<file path="config.mk">
export PLATFORM = sky130hd
export DESIGN_NAME = aes_dec_ark_stage_flat
export DESIGN_NICKNAME = d
export VERILOG_FILES = /design/src/rtl/aes_dec_ark_stage_pkg.sv /design/src/rtl/aes_dec_ark_stage_if.sv /design/src/rtl/aes_dec_ark_stage_mix.sv /design/src/rtl/aes_dec_ark_stage.sv /design/src/flat_wrapper.sv
export SDC_FILE = /design/constraint.sdc
export NUM_CORES = 1
export LEC_CHECK = 0
export BUFFER_PORTS_ARGS = -buffer_cell sky130_fd_sc_hd__buf_2
export CAP_MARGIN = 20
export CORE_AREA = 2 2 153 155
export CTS_CLUSTER_DIAMETER = 40
export DETAILED_ROUTE_END_ITERATION = 16
export DIE_AREA = 0 0 155 157
export PLACE_DENSITY = 0.79
export SLEW_MARGIN = 20
export SYNTH_ARGS = -nofsm -noshare
export SYNTH_HDL_FRONTEND = slang
export SYNTH_SLANG_ARGS = --single-unit
</file>
<file path="constraint.sdc">
create_clock -name clk -period 4.04 [get_ports clk]
set_input_delay 0.202 -clock clk [delete_from_list [all_inputs] [get_ports clk]]
set_output_delay 0.202 -clock clk [all_outputs]
set_load 0.05 [all_outputs]
</file>
<file path="src/rtl/aes_dec_ark_stage_pkg.sv">
// Shared types and constants for the AES-256 decryption AddRoundKey stage.
// Imported by the stage top, its interface and the column helper.
package aes_dec_pkg;

    localparam int NR = 14;

    typedef logic [127:0] aes_state_t;
    typedef logic [31:0]  aes_col_t;

    typedef enum logic [1:0] {
        IDLE = 2'd0,
        MIX  = 2'd1,
        HOLD = 2'd2
    } ark_fsm_t;

    // Column 0 sits in the top 32 bits, so column c starts at bit 96 - 32*c.
    function automatic int col_lsb(input logic [1:0] c);
        return (3 - int'(c)) * 32;
    endfunction

endpackage

</file>
<file path="src/rtl/aes_dec_ark_stage_if.sv">
// Handshake bundle of the AddRoundKey stage: upstream state/key/round with
// valid/ready, and the downstream processed state with valid/ready.
interface aes_dec_ark_stage_if;
    import aes_dec_pkg::*;

    logic       in_valid;
    logic       in_ready;
    aes_state_t in_state;
    aes_state_t round_key;
    logic [3:0] round_idx;
    logic       out_valid;
    logic       out_ready;
    aes_state_t out_state;

    // The stage itself.
    modport slave (
        input  in_valid,
        input  in_state,
        input  round_key,
        input  round_idx,
        input  out_ready,
        output in_ready,
        output out_valid,
        output out_state
    );

    // Whoever feeds the stage and consumes its result.
    modport master (
        output in_valid,
        output in_state,
        output round_key,
        output round_idx,
        output out_ready,
        input  in_ready,
        input  out_valid,
        input  out_state
    );

endinterface

</file>
<file path="src/rtl/aes_dec_ark_stage_mix.sv">
// MixColumnHelper: combinational InvMixColumns of one 32-bit column.
// Byte 0 of the column is the most significant byte.
module MixColumnHelper
    import aes_dec_pkg::*;
(
    input  aes_col_t col_in,
    output aes_col_t col_out
);

    function automatic logic [7:0] xt(input logic [7:0] b);
        return {b[6:0], 1'b0} ^ (b[7] ? 8'h1b : 8'h00);
    endfunction

    function automatic logic [7:0] mul9(input logic [7:0] b);
        return xt(xt(xt(b))) ^ b;
    endfunction

    function automatic logic [7:0] mul11(input logic [7:0] b);
        return xt(xt(xt(b))) ^ xt(b) ^ b;
    endfunction

    function automatic logic [7:0] mul13(input logic [7:0] b);
        return xt(xt(xt(b))) ^ xt(xt(b)) ^ b;
    endfunction

    function automatic logic [7:0] mul14(input logic [7:0] b);
        return xt(xt(xt(b))) ^ xt(xt(b)) ^ xt(b);
    endfunction

    logic [7:0] a0, a1, a2, a3;

    assign a0 = col_in[31:24];
    assign a1 = col_in[23:16];
    assign a2 = col_in[15:8];
    assign a3 = col_in[7:0];

    // Inverse MixColumns matrix rows {0e 0b 0d 09} rotated per output byte.
    always_comb begin
        col_out[31:24] = mul14(a0) ^ mul11(a1) ^ mul13(a2) ^ mul9(a3);
        col_out[23:16] = mul9(a0)  ^ mul14(a1) ^ mul11(a2) ^ mul13(a3);
        col_out[15:8]  = mul13(a0) ^ mul9(a1)  ^ mul14(a2) ^ mul11(a3);
        col_out[7:0]   = mul11(a0) ^ mul13(a1) ^ mul9(a2)  ^ mul14(a3);
    end

endmodule

</file>
<file path="src/rtl/aes_dec_ark_stage.sv">
// Registered AddRoundKey stage of the AES-256 decryption datapath.
// XORs the round key into the incoming state, then applies InvMixColumns on
// inner rounds before presenting the result downstream.
// Build option: AES_DEC_INVMIX_PARALLEL_EN mixes all four columns in a single
// MIX cycle with four helpers; default is one helper, one column per cycle.
//
// state | meaning
// IDLE  | ready for a new block
// MIX   | InvMixColumns in progress (column col, or all at once)
// HOLD  | result valid, waiting for downstream ready
module aes_dec_ark_stage #(
    parameter int NR = aes_dec_pkg::NR
) (
    input logic              clk,
    input logic              rst,
    aes_dec_ark_stage_if.slave bus
);
    import aes_dec_pkg::*;

    ark_fsm_t   fsm;
    logic [1:0] col;
    aes_state_t st;
    logic       out_valid_q;
    logic       mix_round;

    // Rounds 0 and NR only add the key; anything above NR is treated the same.
    assign mix_round = (bus.round_idx != 4'd0) && (bus.round_idx < 4'(NR));

    assign bus.in_ready  = (fsm == IDLE) && !rst;
    assign bus.out_valid = out_valid_q;
    assign bus.out_state = st;

`ifdef AES_DEC_INVMIX_PARALLEL_EN
    aes_state_t mixed;

    for (genvar g = 0; g < 4; g++) begin : g_mix
        MixColumnHelper u_mix (
            .col_in  (st[col_lsb(2'(g)) +: 32]),
            .col_out (mixed[col_lsb(2'(g)) +: 32])
        );
    end
`else
    aes_col_t mix_in;
    aes_col_t mix_out;

    assign mix_in = st[col_lsb(col) +: 32];

    MixColumnHelper u_mix (
        .col_in  (mix_in),
        .col_out (mix_out)
    );
`endif

    // Stage FSM: accept, mix, hold result until downstream takes it.
    always_ff @(posedge clk) begin
        if (rst) begin
            fsm         <= IDLE;
            col         <= 2'd0;
            st          <= '0;
            out_valid_q <= 1'b0;
        end else begin
            case (fsm)
                IDLE: begin
                    if (bus.in_valid) begin
                        st  <= bus.in_state ^ bus.round_key;
                        col <= 2'd0;
                        if (mix_round) begin
                            fsm <= MIX;
                        end else begin
                            fsm         <= HOLD;
                            out_valid_q <= 1'b1;
                        end
                    end
                end
                MIX: begin
`ifdef AES_DEC_INVMIX_PARALLEL_EN
                    st          <= mixed;
                    fsm         <= HOLD;
                    out_valid_q <= 1'b1;
`else
                    st[col_lsb(col) +: 32] <= mix_out;
                    col                    <= col + 2'd1;
                    if (col == 2'd3) begin
                        fsm         <= HOLD;
                        out_valid_q <= 1'b1;
                    end
`endif
                end
                HOLD: begin
                    if (bus.out_ready) begin
                        fsm         <= IDLE;
                        out_valid_q <= 1'b0;
                    end
                end
                default: begin
                    fsm         <= IDLE;
                    out_valid_q <= 1'b0;
                end
            endcase
        end
    end

endmodule

</file>
<file path="src/flat_wrapper.sv">
// flat-port wrapper written by rule: the top's interface ports become plain ports
module aes_dec_ark_stage_flat import aes_dec_pkg::*;
#(
    parameter int NR = aes_dec_pkg::NR
)
  (clk, rst, bus_in_valid, bus_in_state, bus_round_key, bus_round_idx, bus_out_ready, bus_in_ready, bus_out_valid, bus_out_state);
  aes_dec_ark_stage_if bus_i ();
  input logic clk;
  input logic rst;
  input wire logic [$bits(bus_i.in_valid)-1:0] bus_in_valid;
  input wire logic [$bits(bus_i.in_state)-1:0] bus_in_state;
  input wire logic [$bits(bus_i.round_key)-1:0] bus_round_key;
  input wire logic [$bits(bus_i.round_idx)-1:0] bus_round_idx;
  input wire logic [$bits(bus_i.out_ready)-1:0] bus_out_ready;
  output wire logic [$bits(bus_i.in_ready)-1:0] bus_in_ready;
  output wire logic [$bits(bus_i.out_valid)-1:0] bus_out_valid;
  output wire logic [$bits(bus_i.out_state)-1:0] bus_out_state;
  assign bus_i.in_valid = bus_in_valid;
  assign bus_i.in_state = bus_in_state;
  assign bus_i.round_key = bus_round_key;
  assign bus_i.round_idx = bus_round_idx;
  assign bus_i.out_ready = bus_out_ready;
  assign bus_in_ready = bus_i.in_ready;
  assign bus_out_valid = bus_i.out_valid;
  assign bus_out_state = bus_i.out_state;
  aes_dec_ark_stage #(.NR(NR)) u_core (.clk(clk), .rst(rst), .bus(bus_i));
endmodule
</file>
Word-level counts from Yosys, hierarchy flattened
Index checks and enable logic that the tools add are counted.
{ "word_totals": {"wordCells": 103, "ff_bits": 133, "output_inout_bits": 130, "latchBits": 0, "mem_bits_ro": 0, "inputBits": 264, "mem_bits_rw": 0, "mem_count": 0} }
{ "classes": {"reduce_logical": 9, "mul": 0, "mux": 27, "bitwise_logic": 49, "shift": 3, "eq_ne": 7, "div": 0, "addsub": 3, "n_lt_le_gt_ge": 1} }
{ "op_table": {"columns": ["operator", "n"], "rows": [
  ["8-bit XOR", 40],
  ["128-bit case mux with 2 select lines", 1],
  ["128-bit bitwise mux", 1],
  ["128-bit two-way mux", 1],
  ["32-bit by 33-bit variable shift with 128-bit output, first input constant", 1],
  ["128-bit by 32-bit indexed part select with 32-bit output", 1],
  ["32-bit by 33-bit indexed part select with 128-bit output", 1],
  ["128-bit XOR", 1],
  ["8-bit by 5-bit XOR with 8-bit output", 8],
  ["5-bit two-way mux", 12],
  ["32-bit negator with 33-bit output", 1],
  ["2-bit two-way mux", 5],
  ["2-bit inequality test, second input constant", 3],
  ["2-bit case mux with 3 select lines", 1],
  ["2-bit equality test, second input constant", 2],
  ["4-bit < comparator, second input constant", 1],
  ["1-bit two-way mux", 4],
  ["2-bit case mux with 2 select lines", 1],
  ["4-bit AND reduction", 1],
  ["4-bit nonzero test", 1],
  ["1-bit case mux with 3 select lines", 1],
  ["3-bit AND reduction", 1],
  ["2-bit by 2-bit subtractor with 3-bit output, first input constant", 1],
  ["2-bit by 1-bit adder with 2-bit output, second input constant", 1],
  ["7 further kinds", 8]
]} }

Logic depth before layout (Yosys ltp)
{ "depth": {"depth_word": 16, "depth_mapped": 11, "mapped_depth_nobuf": 7} }

By module
Synthesis repeated with hierarchy kept, for this count alone.
{ "unflattened": {"hier_cells": 1046, "area_unflattened_um2": 11255.8} }
{ "modules_own_cells": {"columns": ["mod", "cells_per_inst", "instances", "area_each_um2", "seq_area_each_um2"], "rows": [
  ["aes_dec_ark_stage", 833, 1, 8864.8, 2662.6],
  ["MixColumnHelper", 213, 1, 2391.0, 0.0]
]} }

Least setup slack after synthesis
Ideal clock, no wire load.
{ "synth_path": {"path_kind": "reg-to-reg", "start": "register u_core.col[0]", "end": "register u_core.st[19] (netlist: u_core.bus.out_state[19])", "path_slack_ps": 984, "period_less_slack_ps": 3056, "t_arrival_ps": 2924, "setup_ps": 132, "stages_incl_launch_ff": 10, "path_buffers": 2, "cell_sequence": "dfxtp_1 -> buf_6 -> buf_8 -> mux4_2 -> xnor2_4 -> xnor3_1 -> xnor3_2 -> xnor2_2 -> a221oi_2 -> nor3_1"} }
{ "synth_between": {"elab_chain_cells": 14, "word_cells_on_any_way": 67, "cone_classes": "add/sub (2); shift (3); mux (14); bitwise (48)"} }
{ "synth_lines": {"columns": ["element", "line", "rtl"], "rows": [
  ["start: declaration", "aes_dec_ark_stage.sv:21", "logic [1:0] col;"],
  ["start signal: assignment", "aes_dec_ark_stage.sv:82", "col <= col + 2'd1;"],
  ["2-bit by 2-bit subtractor with 3-bit output (*)", "aes_dec_ark_stage_pkg.sv:18", "return (3 - int'(c)) * 32;"],
  ["128-bit by 32-bit indexed part select with 32-bit output", "aes_dec_ark_stage.sv:46", "assign mix_in = st[col_lsb(col) +: 32];"],
  ["8-bit XOR, or another cell as far along", "aes_dec_ark_stage_mix.sv:11", "return {b[6:0], 1'b0} ^ (b[7] ? 8'h1b : 8'h00);"],
  ["8-bit by 5-bit XOR with 8-bit output, or another cell as far along", "aes_dec_ark_stage_mix.sv:11", null],
  ["5-bit two-way mux, or another cell as far along", "aes_dec_ark_stage_mix.sv:11", null],
  ["8-bit by 5-bit XOR with 8-bit output", "aes_dec_ark_stage_mix.sv:11", null],
  ["8-bit XOR, on equally long branches (2 in a row)", "aes_dec_ark_stage_mix.sv:19, aes_dec_ark_stage_mix.sv:23, aes_dec_ark_stage_mix.sv:27", null],
  ["8-bit XOR, on equally long branches (3 in a row)", null, null],
  ["32-bit by 33-bit indexed part select with 128-bit output", "aes_dec_ark_stage.sv:81", "st[col_lsb(col) +: 32] <= mix_out;"],
  ["128-bit bitwise mux (*)", "aes_dec_ark_stage.sv:81", null],
  ["128-bit case mux with 2 select lines (*)", "aes_dec_ark_stage.sv:62", "case (fsm)"],
  ["end signal: assignment", "aes_dec_ark_stage.sv:65", "st <= bus.in_state ^ bus.round_key;"],
  ["end signal: indexed assignment", "aes_dec_ark_stage.sv:81", null],
  ["end: declaration", "aes_dec_ark_stage.sv:22", "aes_state_t st;"]
]} }
Mark *: on every way between the ends. The rest lies on a longest branch, timed or not.
A chain may end at the register's enable or synchronous reset.

Worst setup path after layout
{ "layout_path": {"start": "register u_core.col[0]", "end": "register u_core.st[117] (netlist: u_core.bus.out_state[117])"} }
The elaborated chain is that of the path after synthesis.

==> run metrics <==
RSZ-0062 raised after global routing=false; number of global-route vias before repair=9,294; 1st-iter DRT viols=1,173; crit path time final=3810 ps; Initial Util=44.1%; die height=157 um; DRC viols=0; final worst-path cycle share=a little over nine tenths; Routed WL=37,900 um; leading area contributor after synthesis=dfxtp_1; setup TNS=0 ps; most numerous cell in the Yosys netlist=xor2_1; Synth cell types=42; fill count=1,931; CTS Buffer Depth=2; wire length per cell=between 20 and 25 um; Pleak=0.00574 uW; Max-slew headroom=between 20% and 30%; CTS tree=done; total global routing track utilization=30.0%; Hold Path Class=input port to register; Req. time, crit path=4310 ps; Most used DFF post-synth=dfxtp_1; Sink Count=between 100 and 150; fraction of registers with async set/reset=0%; Worst EP arrival=4080 ps; top post-synthesis cells by count=147 x xor2_1, 134 x nor2_1, 133 x dfxtp_1; status=complete, no violations; crit end category=register; Slew Limit Fails=0; CTS HTree Levels=4; Clk pin slew, worst setup/hold paths=approximately 60 ps; largest net degree at the start of global routing=between 100 and 150; I/O pin cnt=394; DIE AREA=24,300 sq um; GP Congestion=~0.96; Area contributors post-synth=dfxtp_1 27%, xor2_1 13%, a221oi_1 10%; worst r2r path cells=7; top-area cell type share of the netlist area=26.8%; critical-path maximum fanout=13; Final Hold Viols=0; Gate Count Post-Synth=1,004; PD cells=around 1000 nW/um^2; sequential fraction of the synthesis area=26.8%; Total Power=roughly 12,000 uW; FP Rows=55; crit path kind=register to register; post_cts resized=0; GRT Residual Overflow=0; vias per inst=5.94; Slew @ Worst Pin=1180 ps; port buffer count=393; core area=about 23,000 sq um; Peak VDD IR=0.000790 V; Mapped Nets=1,272; via count=9,778; clk_skew=11.4 ps; total CTS buffers=17; Post-synth EDFFs=0; first-pass GRT wire length=55,600 um; cts hold-fix bufs=0; Ys Warns=0; antenna violations before repair=2; drt first pass iters=5; CTS root buf=clkbuf_16; max-cap viol count=0; Layout Area Growth over Synthesis=28.2%; final setup vio count=0; Worst-Skew Late Latency=420 ps; WHS Path Cells=3; layout cell share with drive strength beyond 1=38.3%; post-synthesis cell area=approximately 9900 sq um; Die Wd=155 um; Post-DRT Antenna Nets=0; post-CTS setup buffer count=0; Fmax=0.263 GHz; Mean Syn Cell Area=9.88 sq um; crit path launch type=register; Synth Register Bits=133; fin nets=1,616; post-DP HPWL=28,400 um
## area by class of cell
cell class | instances | area [sq um] | area share, %
inverter | 2 | 7.51 | 0.0590
antenna | 1 | 2.50 | 0.0197
clock buffer | 19 | 453 | 3.56
multi-input combinational | 779 | 6900 | 54.2
sequential | 133 | 2670 | 21.0
timing repair buffer | 415 | 2160 | 17.0
tap | 285 | 357 | 2.80
clock inverter | 13 | 170 | 1.34
## per-stage QoR
step	std cells	utilization [%]	instance area (sq um)	setup slack (ps)	hold WS (ps)
finish	1647	56.5	12700	233	144
global route	1647	56.5	12700	40.2	105
CTS	1646	56.5	12700	243	92.4
detailed placement	1614	53.7	12100	272	486
global placement	1614	53.7	12100	270	486
floorplan	1004	-	9920	984	399
## worst max-delay path, stage by stage, from the launching register on
cell	delay (ps)
dfxtp_2	650
mux4_1	860
xnor2_1	470
xor2_1	430
xnor2_2	250
xnor3_1	570
a221oi_1	330
nor3_1	80
## cells by family (layout without fill, tap and decap cells)
group | Yosys count | after routing | share of synthesized area (%)
XOR/XNOR | 310 | 310 | 35.6
AND/OR/NAND/NOR | 284 | 284 | 12.8
AO/OA/AOI/OAI | 149 | 149 | 12.7
flip-flops | 133 | 133 | 26.8
buffers and inverters | 92 | 449 | 4.30
multiplexers | 32 | 32 | 7.30
adder cells (fa/ha/maj) | 4 | 4 | 0.504
other | 0 | 1 | 0
## cell usage in the layout (no fill, tap or decap), types with 17 or more instances in the layout
| master | count |
|---|---|
| xnor2_1 | 97 |
| mux4_2 | 31 |
| a221oi_1 | 117 |
| xor2_1 | 147 |
| dfxtp_1 | 131 |
| buf_4 | 20 |
| buf_2 | 392 |
| nor3_1 | 125 |
| clkbuf_16 | 17 |
| nor2_1 | 134 |
| xnor2_2 | 17 |
| xnor3_1 | 32 |
## worst paths after layout
| kind | from | end | slack [ps] |
|---|---|---|---|
| hold reg to reg | u_core.bus.out_valid | u_core.bus.out_valid | 500 |
| setup reg to reg | u_core.col[0] | u_core.bus.out_state[117] | 230 |
| setup / recovery | u_core.col[0] | u_core.bus.out_state[117] | 230 |
| hold / removal | bus_out_ready | u_core.fsm[0] | 140 |
## power breakdown
part | switching, uW | internal [uW]
Clock | 628 | 1010
Combinational | 5410 | 3730
Sequential | 194 | 1520
Total | 6230 | 6260
## layer usage
layer / share of wire (%) / GRT usage (%)
met5: 0.018 / 0
met4: 3.4 / 11.1
met3: 11 / 6.08
met2: 48 / 50.4
met1: 37 / 38.2
## state kept, by name, indices dropped and copies added (netlist names)
register	cells
u_core.bus.out_state	128
u_core.col	2
u_core.fsm	2
u_core.bus.out_valid	1
(Power assumes the default switching activity.)
